--- config.mk ---
export PLATFORM = sky130hd
export DESIGN_NAME = radio_timing_seq_flat
export DESIGN_NICKNAME = d
export VERILOG_FILES = /design/src/rtl/radio_timing_seq_pkg.sv /design/src/rtl/radio_timing_seq_if.sv /design/src/rtl/radio_timing_seq_ack_sync.sv /design/src/rtl/radio_timing_seq.sv /design/src/flat_wrapper.sv
export SDC_FILE = /design/constraint.sdc
export NUM_CORES = 1
export LEC_CHECK = 0
export CORE_UTILIZATION = 45
export DETAILED_ROUTE_END_ITERATION = 12
export HOLD_SLACK_MARGIN = 0.05
export PLACE_DENSITY = 0.74
export SYNTH_ARGS = -nofsm -noshare
export SYNTH_HDL_FRONTEND = slang
export SYNTH_SLANG_ARGS = --single-unit
--- constraint.sdc ---
create_clock -name ck -period 2.4 [get_ports ck]
set_input_delay 0.24 -clock ck [delete_from_list [all_inputs] [get_ports ck]]
set_output_delay 0.24 -clock ck [all_outputs]
set_load 0.01 [all_outputs]
--- src/rtl/radio_timing_seq_pkg.sv ---
// Shared state encoding, watchdog length and duration bundle for the radio timing sequencer.
package radio_timing_pkg;

  localparam int ACK_TIMEOUT_CYCLES = 256;
  localparam int DUR_W              = 16;

  typedef enum logic [2:0] {
    IDLE,
    RAMP,
    WAIT_ACK,
    ACTIVE,
    TAIL
  } seq_state_e;

  typedef struct packed {
    logic [DUR_W-1:0] ramp;
    logic [DUR_W-1:0] active;
    logic [DUR_W-1:0] tail;
  } dur_t;

endpackage

--- src/rtl/radio_timing_seq_if.sv ---
// Control/status bundle between a slot scheduler (master) and the radio timing sequencer (slave).
// repeat_count exists only when RADIO_TIMING_SEQ_REPEAT_EN is defined.
interface radio_timing_seq_if #(
  parameter int CNT_W = 16
);
  logic             start;
  logic             rx_mode;
  logic             abort;
  logic [CNT_W-1:0] ramp_cycles;
  logic [CNT_W-1:0] active_cycles;
  logic [CNT_W-1:0] tail_cycles;
  logic             radio_enable_ack;
`ifdef RADIO_TIMING_SEQ_REPEAT_EN
  logic [7:0]       repeat_count;
`endif
  logic             radioEnableUnsynced;
  logic             radioRxEnUnsynced;
  logic             busy;
  logic             done;
  logic             ack_timeout;

  modport master (
    output start, rx_mode, abort, ramp_cycles, active_cycles, tail_cycles, radio_enable_ack,
`ifdef RADIO_TIMING_SEQ_REPEAT_EN
    output repeat_count,
`endif
    input  radioEnableUnsynced, radioRxEnUnsynced, busy, done, ack_timeout
  );

  modport slave (
    input  start, rx_mode, abort, ramp_cycles, active_cycles, tail_cycles, radio_enable_ack,
`ifdef RADIO_TIMING_SEQ_REPEAT_EN
    input  repeat_count,
`endif
    output radioEnableUnsynced, radioRxEnUnsynced, busy, done, ack_timeout
  );

endinterface

--- src/rtl/radio_timing_seq_ack_sync.sv ---
// STAGES-deep synchroniser for the radio-domain acknowledge; latency STAGES cycles, no backpressure.
module radio_ack_sync #(
  parameter int STAGES = 2
) (
  input  logic ck,
  input  logic arst_n,
  input  logic i_async,
  output logic o_sync
);

  logic [STAGES-1:0] r_chain;

  // Shift form keeps a single-stage build legal.
  always_ff @(posedge ck or negedge arst_n) begin
    if (!arst_n) begin
      r_chain <= '0;
    end else begin
      r_chain <= (r_chain << 1) | STAGES'(i_async);
    end
  end

  assign o_sync = r_chain[STAGES-1];

endmodule

--- src/rtl/radio_timing_seq.sv ---
// Sequences registered radio enable / RX enable levels from start + ramp/active/tail durations; start acts next cycle.
// No backpressure: start while busy (or in the done cycle) is dropped. RADIO_TIMING_SEQ_REPEAT_EN adds repeat_count.
import radio_timing_pkg::*;

module radio_timing_seq #(
  parameter int CNT_W       = 16,
  parameter int SYNC_STAGES = 2
) (
  input logic               ck,
  input logic               arst_n,
  radio_timing_seq_if.slave bus
);

  localparam int WD_W = $clog2(ACK_TIMEOUT_CYCLES);
  localparam logic [WD_W-1:0] WD_LAST = WD_W'(ACK_TIMEOUT_CYCLES - 1);

  seq_state_e       r_state, w_state_nxt;
  logic [CNT_W-1:0] r_cnt, w_cnt_nxt;
  logic [WD_W-1:0]  r_wd, w_wd_nxt;
  dur_t             r_dur, w_dur_nxt;
  logic             r_rx_mode, w_rx_mode_nxt;
  logic             r_en, w_en_nxt;
  logic             r_rx_en, w_rx_en_nxt;
  logic             r_busy;
  logic             r_done, w_done_nxt;
  logic             r_ack_to, w_ack_to_nxt;
  logic             w_ack;
`ifdef RADIO_TIMING_SEQ_REPEAT_EN
  logic [7:0]       r_rep, w_rep_nxt;
`endif

  radio_ack_sync #(.STAGES(SYNC_STAGES)) u_ack_sync (
    .ck      (ck),
    .arst_n  (arst_n),
    .i_async (bus.radio_enable_ack),
    .o_sync  (w_ack)
  );

  always_ff @(posedge ck or negedge arst_n) begin
    if (!arst_n) begin
      r_state <= IDLE;
    end else begin
      r_state <= w_state_nxt;
    end
  end

  always_comb begin
    w_state_nxt   = r_state;
    w_cnt_nxt     = r_cnt;
    w_wd_nxt      = r_wd;
    w_dur_nxt     = r_dur;
    w_rx_mode_nxt = r_rx_mode;
    w_en_nxt      = r_en;
    w_rx_en_nxt   = r_rx_en;
    w_done_nxt    = 1'b0;
    w_ack_to_nxt  = r_ack_to;
`ifdef RADIO_TIMING_SEQ_REPEAT_EN
    w_rep_nxt     = r_rep;
`endif
    unique case (r_state)
      IDLE: begin
        // r_done blocks a restart in the very cycle IDLE is re-entered.
        if (bus.start && !bus.abort && !r_done) begin
          w_state_nxt      = RAMP;
          w_en_nxt         = 1'b1;
          w_cnt_nxt        = bus.ramp_cycles;
          w_dur_nxt.ramp   = DUR_W'(bus.ramp_cycles);
          w_dur_nxt.active = DUR_W'(bus.active_cycles);
          w_dur_nxt.tail   = DUR_W'(bus.tail_cycles);
          w_rx_mode_nxt    = bus.rx_mode;
          w_ack_to_nxt     = 1'b0;
`ifdef RADIO_TIMING_SEQ_REPEAT_EN
          w_rep_nxt        = bus.repeat_count;
`endif
        end
      end
      RAMP: begin
        if (bus.abort) begin
          w_state_nxt = TAIL;
          w_cnt_nxt   = CNT_W'(r_dur.tail);
        end else if (r_cnt == '0) begin
          w_state_nxt = WAIT_ACK;
          w_wd_nxt    = '0;
        end else begin
          w_cnt_nxt = r_cnt - CNT_W'(1);
        end
      end
      WAIT_ACK: begin
        if (bus.abort) begin
          w_state_nxt = TAIL;
          w_cnt_nxt   = CNT_W'(r_dur.tail);
        end else if (w_ack) begin
          w_state_nxt = ACTIVE;
          w_cnt_nxt   = CNT_W'(r_dur.active);
          w_rx_en_nxt = r_rx_mode;
        end else if (r_wd == WD_LAST) begin
          w_state_nxt  = TAIL;
          w_cnt_nxt    = CNT_W'(r_dur.tail);
          w_ack_to_nxt = 1'b1;
        end else begin
          w_wd_nxt = r_wd + WD_W'(1);
        end
      end
      ACTIVE: begin
        if (bus.abort || r_cnt == '0) begin
          w_state_nxt = TAIL;
          w_cnt_nxt   = CNT_W'(r_dur.tail);
          w_rx_en_nxt = 1'b0;
        end else begin
          w_cnt_nxt = r_cnt - CNT_W'(1);
        end
      end
      TAIL: begin
        if (r_cnt != '0) begin
          w_cnt_nxt = r_cnt - CNT_W'(1);
`ifdef RADIO_TIMING_SEQ_REPEAT_EN
        end else if (r_rep != '0 && !bus.abort) begin
          w_state_nxt = RAMP;
          w_cnt_nxt   = CNT_W'(r_dur.ramp);
          w_rep_nxt   = r_rep - 8'd1;
`endif
        end else begin
          w_state_nxt = IDLE;
          w_en_nxt    = 1'b0;
          w_done_nxt  = 1'b1;
        end
      end
      default: begin
        w_state_nxt = IDLE;
        w_en_nxt    = 1'b0;
        w_rx_en_nxt = 1'b0;
      end
    endcase
`ifdef RADIO_TIMING_SEQ_REPEAT_EN
    if (bus.abort && r_state != IDLE) begin
      w_rep_nxt = '0;
    end
`endif
  end

  always_ff @(posedge ck or negedge arst_n) begin
    if (!arst_n) begin
      r_cnt     <= '0;
      r_wd      <= '0;
      r_dur     <= '0;
      r_rx_mode <= 1'b0;
      r_en      <= 1'b0;
      r_rx_en   <= 1'b0;
      r_busy    <= 1'b0;
      r_done    <= 1'b0;
      r_ack_to  <= 1'b0;
`ifdef RADIO_TIMING_SEQ_REPEAT_EN
      r_rep     <= '0;
`endif
    end else begin
      r_cnt     <= w_cnt_nxt;
      r_wd      <= w_wd_nxt;
      r_dur     <= w_dur_nxt;
      r_rx_mode <= w_rx_mode_nxt;
      r_en      <= w_en_nxt;
      r_rx_en   <= w_rx_en_nxt;
      r_busy    <= (w_state_nxt != IDLE);
      r_done    <= w_done_nxt;
      r_ack_to  <= w_ack_to_nxt;
`ifdef RADIO_TIMING_SEQ_REPEAT_EN
      r_rep     <= w_rep_nxt;
`endif
    end
  end

  assign bus.radioEnableUnsynced = r_en;
  assign bus.radioRxEnUnsynced   = r_rx_en;
  assign bus.busy                = r_busy;
  assign bus.done                = r_done;
  assign bus.ack_timeout         = r_ack_to;

endmodule

--- src/flat_wrapper.sv ---
// flat-port wrapper written by rule: the top's interface ports become plain ports
module radio_timing_seq_flat 
#(
  parameter int CNT_W       = 16,
  parameter int SYNC_STAGES = 2
)
  (ck, arst_n, bus_start, bus_rx_mode, bus_abort, bus_ramp_cycles, bus_active_cycles, bus_tail_cycles, bus_radio_enable_ack, bus_radioEnableUnsynced, bus_radioRxEnUnsynced, bus_busy, bus_done, bus_ack_timeout);
  radio_timing_seq_if #(.CNT_W(CNT_W)) bus_i ();
  input logic ck;
  input logic arst_n;
  input wire logic [$bits(bus_i.start)-1:0] bus_start;
  input wire logic [$bits(bus_i.rx_mode)-1:0] bus_rx_mode;
  input wire logic [$bits(bus_i.abort)-1:0] bus_abort;
  input wire logic [$bits(bus_i.ramp_cycles)-1:0] bus_ramp_cycles;
  input wire logic [$bits(bus_i.active_cycles)-1:0] bus_active_cycles;
  input wire logic [$bits(bus_i.tail_cycles)-1:0] bus_tail_cycles;
  input wire logic [$bits(bus_i.radio_enable_ack)-1:0] bus_radio_enable_ack;
  output wire logic [$bits(bus_i.radioEnableUnsynced)-1:0] bus_radioEnableUnsynced;
  output wire logic [$bits(bus_i.radioRxEnUnsynced)-1:0] bus_radioRxEnUnsynced;
  output wire logic [$bits(bus_i.busy)-1:0] bus_busy;
  output wire logic [$bits(bus_i.done)-1:0] bus_done;
  output wire logic [$bits(bus_i.ack_timeout)-1:0] bus_ack_timeout;
  assign bus_i.start = bus_start;
  assign bus_i.rx_mode = bus_rx_mode;
  assign bus_i.abort = bus_abort;
  assign bus_i.ramp_cycles = bus_ramp_cycles;
  assign bus_i.active_cycles = bus_active_cycles;
  assign bus_i.tail_cycles = bus_tail_cycles;
  assign bus_i.radio_enable_ack = bus_radio_enable_ack;
  assign bus_radioEnableUnsynced = bus_i.radioEnableUnsynced;
  assign bus_radioRxEnUnsynced = bus_i.radioRxEnUnsynced;
  assign bus_busy = bus_i.busy;
  assign bus_done = bus_i.done;
  assign bus_ack_timeout = bus_i.ack_timeout;
  radio_timing_seq #(.CNT_W(CNT_W), .SYNC_STAGES(SYNC_STAGES)) u_core (.ck(ck), .arst_n(arst_n), .bus(bus_i));
endmodule
# == Word level (Yosys, flattened, before mapping) ==
# Index checks and enable logic that the tools add are counted.
# word_totals
out_inout_bits,5
word_cells,93
register_bits,67
# classes
bitwise_logic,3
add_sub_neg,2
n_reduce_logical,20
eq_ne,18
mux,38
# ops
op,count
16-bit two-way mux,8
16-bit case mux with 5 select lines,1
8-bit two-way mux,5
3-bit two-way mux,8
16-bit zero test,1
8-bit case mux with 2 select lines,1
16-bit nonzero test,1
16-bit by 1-bit subtractor with 16-bit output (second input constant),1
3-bit case mux with 5 select lines,1
2-bit != test (second input constant),6
1-bit two-way mux,11
2-bit by 1-bit != test with 1-bit output (second input constant),5
5-bit AND reduction,2
8-bit by 1-bit adder with 8-bit output (second input constant),1
8-bit equality test (second input constant),1
3-bit by 2-bit equality test with 1-bit output (second input constant),2
1-bit case mux with 3 select lines,2
6-bit AND reduction,1
3-bit OR reduction,2
5-bit nonzero test,1
4-bit by 3-bit != test with 1-bit output (second input constant),1
4-bit AND reduction,1
2-bit nonzero test,2
3-bit by 1-bit equality test with 1-bit output (second input constant),1
12 further kinds,15

# == Longest topological paths before layout ==
# logic_depth
word_depth,6
ltp_mapped,9
mapped_depth_nobuf,8

# == Hierarchy ==
# Synthesis repeated with hierarchy kept, for this count alone.
# hier_totals
cells_unflattened,434
hier_area_um2,3708.6
# modules_own_cells
mod,area_per_inst_um2,seq_area_each_um2,n_inst,cells_each
radio_timing_seq,3658.5,1626.6,1,432
radio_ack_sync,50.0,50.0,1,2

# == Least setup slack after synthesis ==
# OpenSTA, ideal clock, no wires.
# synth_path
kind,flip-flop to flip-flop
start,reg u_core.r_cnt[0]
end,reg u_core.r_cnt[6]
arrival_ns,2.029
t_required_ns,2.332
slack_ns,0.303
stages_incl_launch_ff,10
setup_time_ns,0.068
synth_period_minus_slack_ns,2.097
cell_sequence,dfrtp_1 > inv_1 > ha_1 > nor3b_2 > nand4_2 > o21ai_2 > buf_4 > nand2_1 > a211o_1 > nand3_1
# synth_via
elab_chain_cells,4
word_cells_on_any_way,12
cone_classes,1 x add/sub; 2 x eq/ne; 5 x mux; 4 x reduce/logical
# synth_rtl
element,line,text
start: declaration,radio_timing_seq.sv:18,"logic [CNT_W-1:0] r_cnt, w_cnt_nxt;"
start signal: assignment,radio_timing_seq.sv:156,r_cnt <= w_cnt_nxt;
16-bit by 1-bit subtractor with 16-bit output or 16-bit zero test (tied branches),--,
16-bit two-way mux or 1-bit logical OR (tied branches),"radio_timing_seq.sv:81, radio_timing_seq.sv:105",
16-bit two-way mux (on tied branches),"radio_timing_seq.sv:78, radio_timing_seq.sv:105",
16-bit case mux with 5 select lines,radio_timing_seq.sv:60,unique case (r_state)
# Parallel ways exist; a longest one is shown, timed or not. The select of a mux whose other input is x is not followed.
# A chain may end at the register's enable or synchronous reset.

# == Worst setup path after layout ==
# layout_path
start,reg u_core.r_cnt[0]
end,reg u_core.r_cnt[13]
# The elaborated chain is that of the path after synthesis.

==> results.md <==
* Syn nets at 401
* Leakage power at 1.88 nW
* Die width at 91.0 microns
* Ranking of synthesized cells by area: dfrtp_1 (47%), mux2_2 (11%), nor2_1 (3.4%)
* TritonCTS buffer count at 9
* Avg WL per Cell at 15.7 microns
* Pre-CTS setup slack at 0.147 ns
* Share of the synthesized area in the top cell type at 0.471
* CTS tree: built
* Via-to-Cell Ratio at 5.65
* Fin worst setup slack at 0.206 ns
* Root Buffer: clkbuf_8
* Reg area at 0.00168 sq mm
* Crit Reg-Reg Startpoint: u_core.r_cnt[0]
* First-pass GRT wire length at 14,000 microns
* Final-report hold violation count at 0
* Worst-path clk slew at 0.07 ns
* Total wire length at 8270 microns
* Max stage delay on crit path at 0.43 ns
* Setup total negative slack at 0 ns
* Die Y at 91.0 microns
* Post-synthesis adder-cell area fraction at 0.00703
* H-tree depth at 3
* Total die area at 0.00827 sq mm
* Buffers & Inverters on Critical Path at 3
* Final #Nets at 477
* # DRC at 0
* Synth warn at 0
* Crit Path Max Fanout at 31
* # diodes at 0
* Worst path slowest cell: dfrtp_1
* Sequential-to-total area share from yosys stat at 0.471
* R2R cell count at 10
* Power per cell area at 1110 mW/mm^2
* Area delta synth->final at 29.6%
* EDFF count, synth at 0
* CP Depth at 10
* Crit Path Class: flop to flop
* Largest family of logic cells by synthesized area: compound AO/OA/AOI/OAI gates
* CP endpoint kind: flop
* Final period util at 0.914
* Setup violations, final at 0
* Unrepaired setup endpoints after global routing: no
* Critical-path cell list: inv_1 -> ha_1 -> nor3b_2 -> buf_4 -> nand4_2 -> o22ai_2 -> nor3_4 -> buf_12 -> o21ai_0 -> o31ai_1
* HP Class: input port to asynchronous set/reset pin
* Routed via count at 2,982
* Skew final at 0.00719 ns
* Placement Cell Area at 0.00437 sq mm
* Avg Inst Size Synth at 10.3 sq um
* Worst setup SP type: flop
* Fin. max-slew vios at 0
* GRT Total Usage at 0.215
* Library cells used by synthesis at 59
* IO Count at 59
* Total grt overflow at 0
* Least-Margin Pin Slew at 0.559 ns
* Multi-input gate area at 0.00178 sq mm
* Synthesized cell area at 0.00356 sq mm
* FMAX at 456 MHz
* Clock buffer depth at 2
* DP HPWL at 6030 microns
* Fillers at 657
* Post-synth top flop: dfrtp_1
* Router iterations before antenna repair at 5
* Outcome: finished clean
* Min Clock Period, post-route at 2.19 ns
* R2R setup slack at 0.21 ns
* Cell family with most CP delay: compound AO/OA/AOI/OAI gates
* Register bit total from synthesis at 67
* Synth async-reset ratio at 1.00
* Synth Area in XOR/XNOR at 0.0148
* Max-slew headroom at 0.624
* GPL Wtd Cong at 0.920
* Post-Synth Simple-Gate Area at 0.183
* Initial detailed-routing violation count at 222
* Compound-gate portion of the synthesized area at 0.185
* Layout cells sized above 1 at 0.218
* Multiplexer share of the synthesized area at 0.108
* Pin count of the biggest net entering global routing at 55
* # Max-Cap Violations at 0
* Peak supply drop at 0.000686 V
* Yosys top cell by area: dfrtp_1
* Post-CTS setup buffers at 0
* Most common cell after layout, fill and taps aside: dfrtp_1
* Worst Path Arrival at 2.42 ns
* Initial core utilization at 0.463
* Vias in the first global route at 2,964
* Initial antenna violation count at 0
* Most frequent cells in the layout: dfrtp_1 (67), clkdlybuf4s50_1 (57), mux2_2 (34), nor2_1 (32), a21oi_1 (23)
* Core area at 0.00769 sq mm
* Final ANT Viol Nets at 0
* # rows at 32
* Clock latency on the worst-skew pair at 0.35 ns
* FF-to-FF End: u_core.r_cnt[13]
* Critical Path Source: u_core.r_cnt[0]
* I/O Buffers at 58
* Final non-filler cell area at 0.00461 sq mm
* Clock sinks at 67
* Worst path required time at 2.63 ns
* End point of the critical path: u_core.r_cnt[13]
* Fin util at 0.600
* Cell count after synthesis at 345
* Hold Slack at 0.316 ns
==> cells in the mapped netlist (6+ instances only) <==
cell type  instances
o22ai_1            6
o21ai_0           22
mux2_2            34
inv_1              8
nand4_1            6
clkbuf_1           8
o31ai_1           10
a221o_1            7
nor2_1            32
nand3_1            9
nor3_1            10
a21oi_1           23
nand2_1           22
dfrtp_1           67
==> worst min-delay path by stage <==
stage          slack (ns)                      to  depth (start not counted)
2_1_floorplan       -0.06  u_core.bus.ack_timeout                          0
3_3_place_gp         0.16        u_core.r_dur[27]                          1
3_5_place_dp         0.16        u_core.r_dur[27]                          1
4_1_cts              0.31        u_core.r_dur[27]                          2
5_1_grt              0.33        u_core.r_dur[27]                          2
6_report             0.32        u_core.r_dur[27]                          2
==> registers in the layout (all words and copies together), names as in the netlist <==
| name | flops |
|---|---|
| u_core.bus.radioEnableUnsynced | 1 |
| u_core.u_ack_sync.r_chain | 2 |
| u_core.r_dur | 32 |
| u_core.r_wd | 8 |
| u_core.bus.busy | 1 |
| u_core.r_cnt | 16 |
| u_core.bus.ack_timeout | 1 |
| u_core.bus.done | 1 |
| u_core.r_state | 3 |
| u_core.r_rx_mode | 1 |
| u_core.bus.radioRxEnUnsynced | 1 |
==> timing repair <==
item,CTS,global route
endpoints found under the setup margin,0,1
resized for setup,0,1
hold buffers,1,0
hold endpoints to repair,13,0
==> cell type report <==
cell class,count,area share
multi-input combinational,254,0.385
tap,102,0.0277
timing repair buffer,81,0.168
sequential,67,0.363
inverter,8,0.00651
clock inverter,6,0.0193
clock buffer,10,0.0298
==> power breakdown <==
part	switching (W)	internal [W]
Sequential	0.000410	0.00159
Clock	0.000440	0.000612
Combinational	0.00101	0.00106
==> routing by layer <==
layer  vias to the layer above  share of wire  track usage
li1                       1452              -            -
met1                      1451           0.45        0.285
met2                        68           0.49        0.348
met3                        11          0.044       0.0469
met4                         0          0.016       0.0754
met5                         -              0            0
==> logic make-up after synthesis <==
| kind of cell | count (synthesis) |
|---|---|
| multiplexers | 34 |
| flip-flops | 67 |
| AO/OA/AOI/OAI | 96 |
| XOR/XNOR | 6 |
| AND/OR/NAND/NOR | 116 |
| buffers and inverters | 24 |
| adder cells (fa/ha/maj) | 2 |
==> worst register-to-register path: cells and delay by family (launching register included) <==
kind,cells,cell delay (ns)
adder cells (fa/ha/maj),1,0.17
AND/OR/NAND/NOR,3,0.44
buffers and inverters,3,0.40
AO/OA/AOI/OAI,3,0.63
flip-flops,1,0.43
==> stage by stage <==
stage                     power (W)  cells
after floorplan             0.00337    345
after global placement      0.00401    511
after detailed placement    0.00408    511
after CTS                   0.00515    528
after global routing        0.00548    528
final                       0.00512    528
No activity file was read; power rests on OpenSTA's default activity.
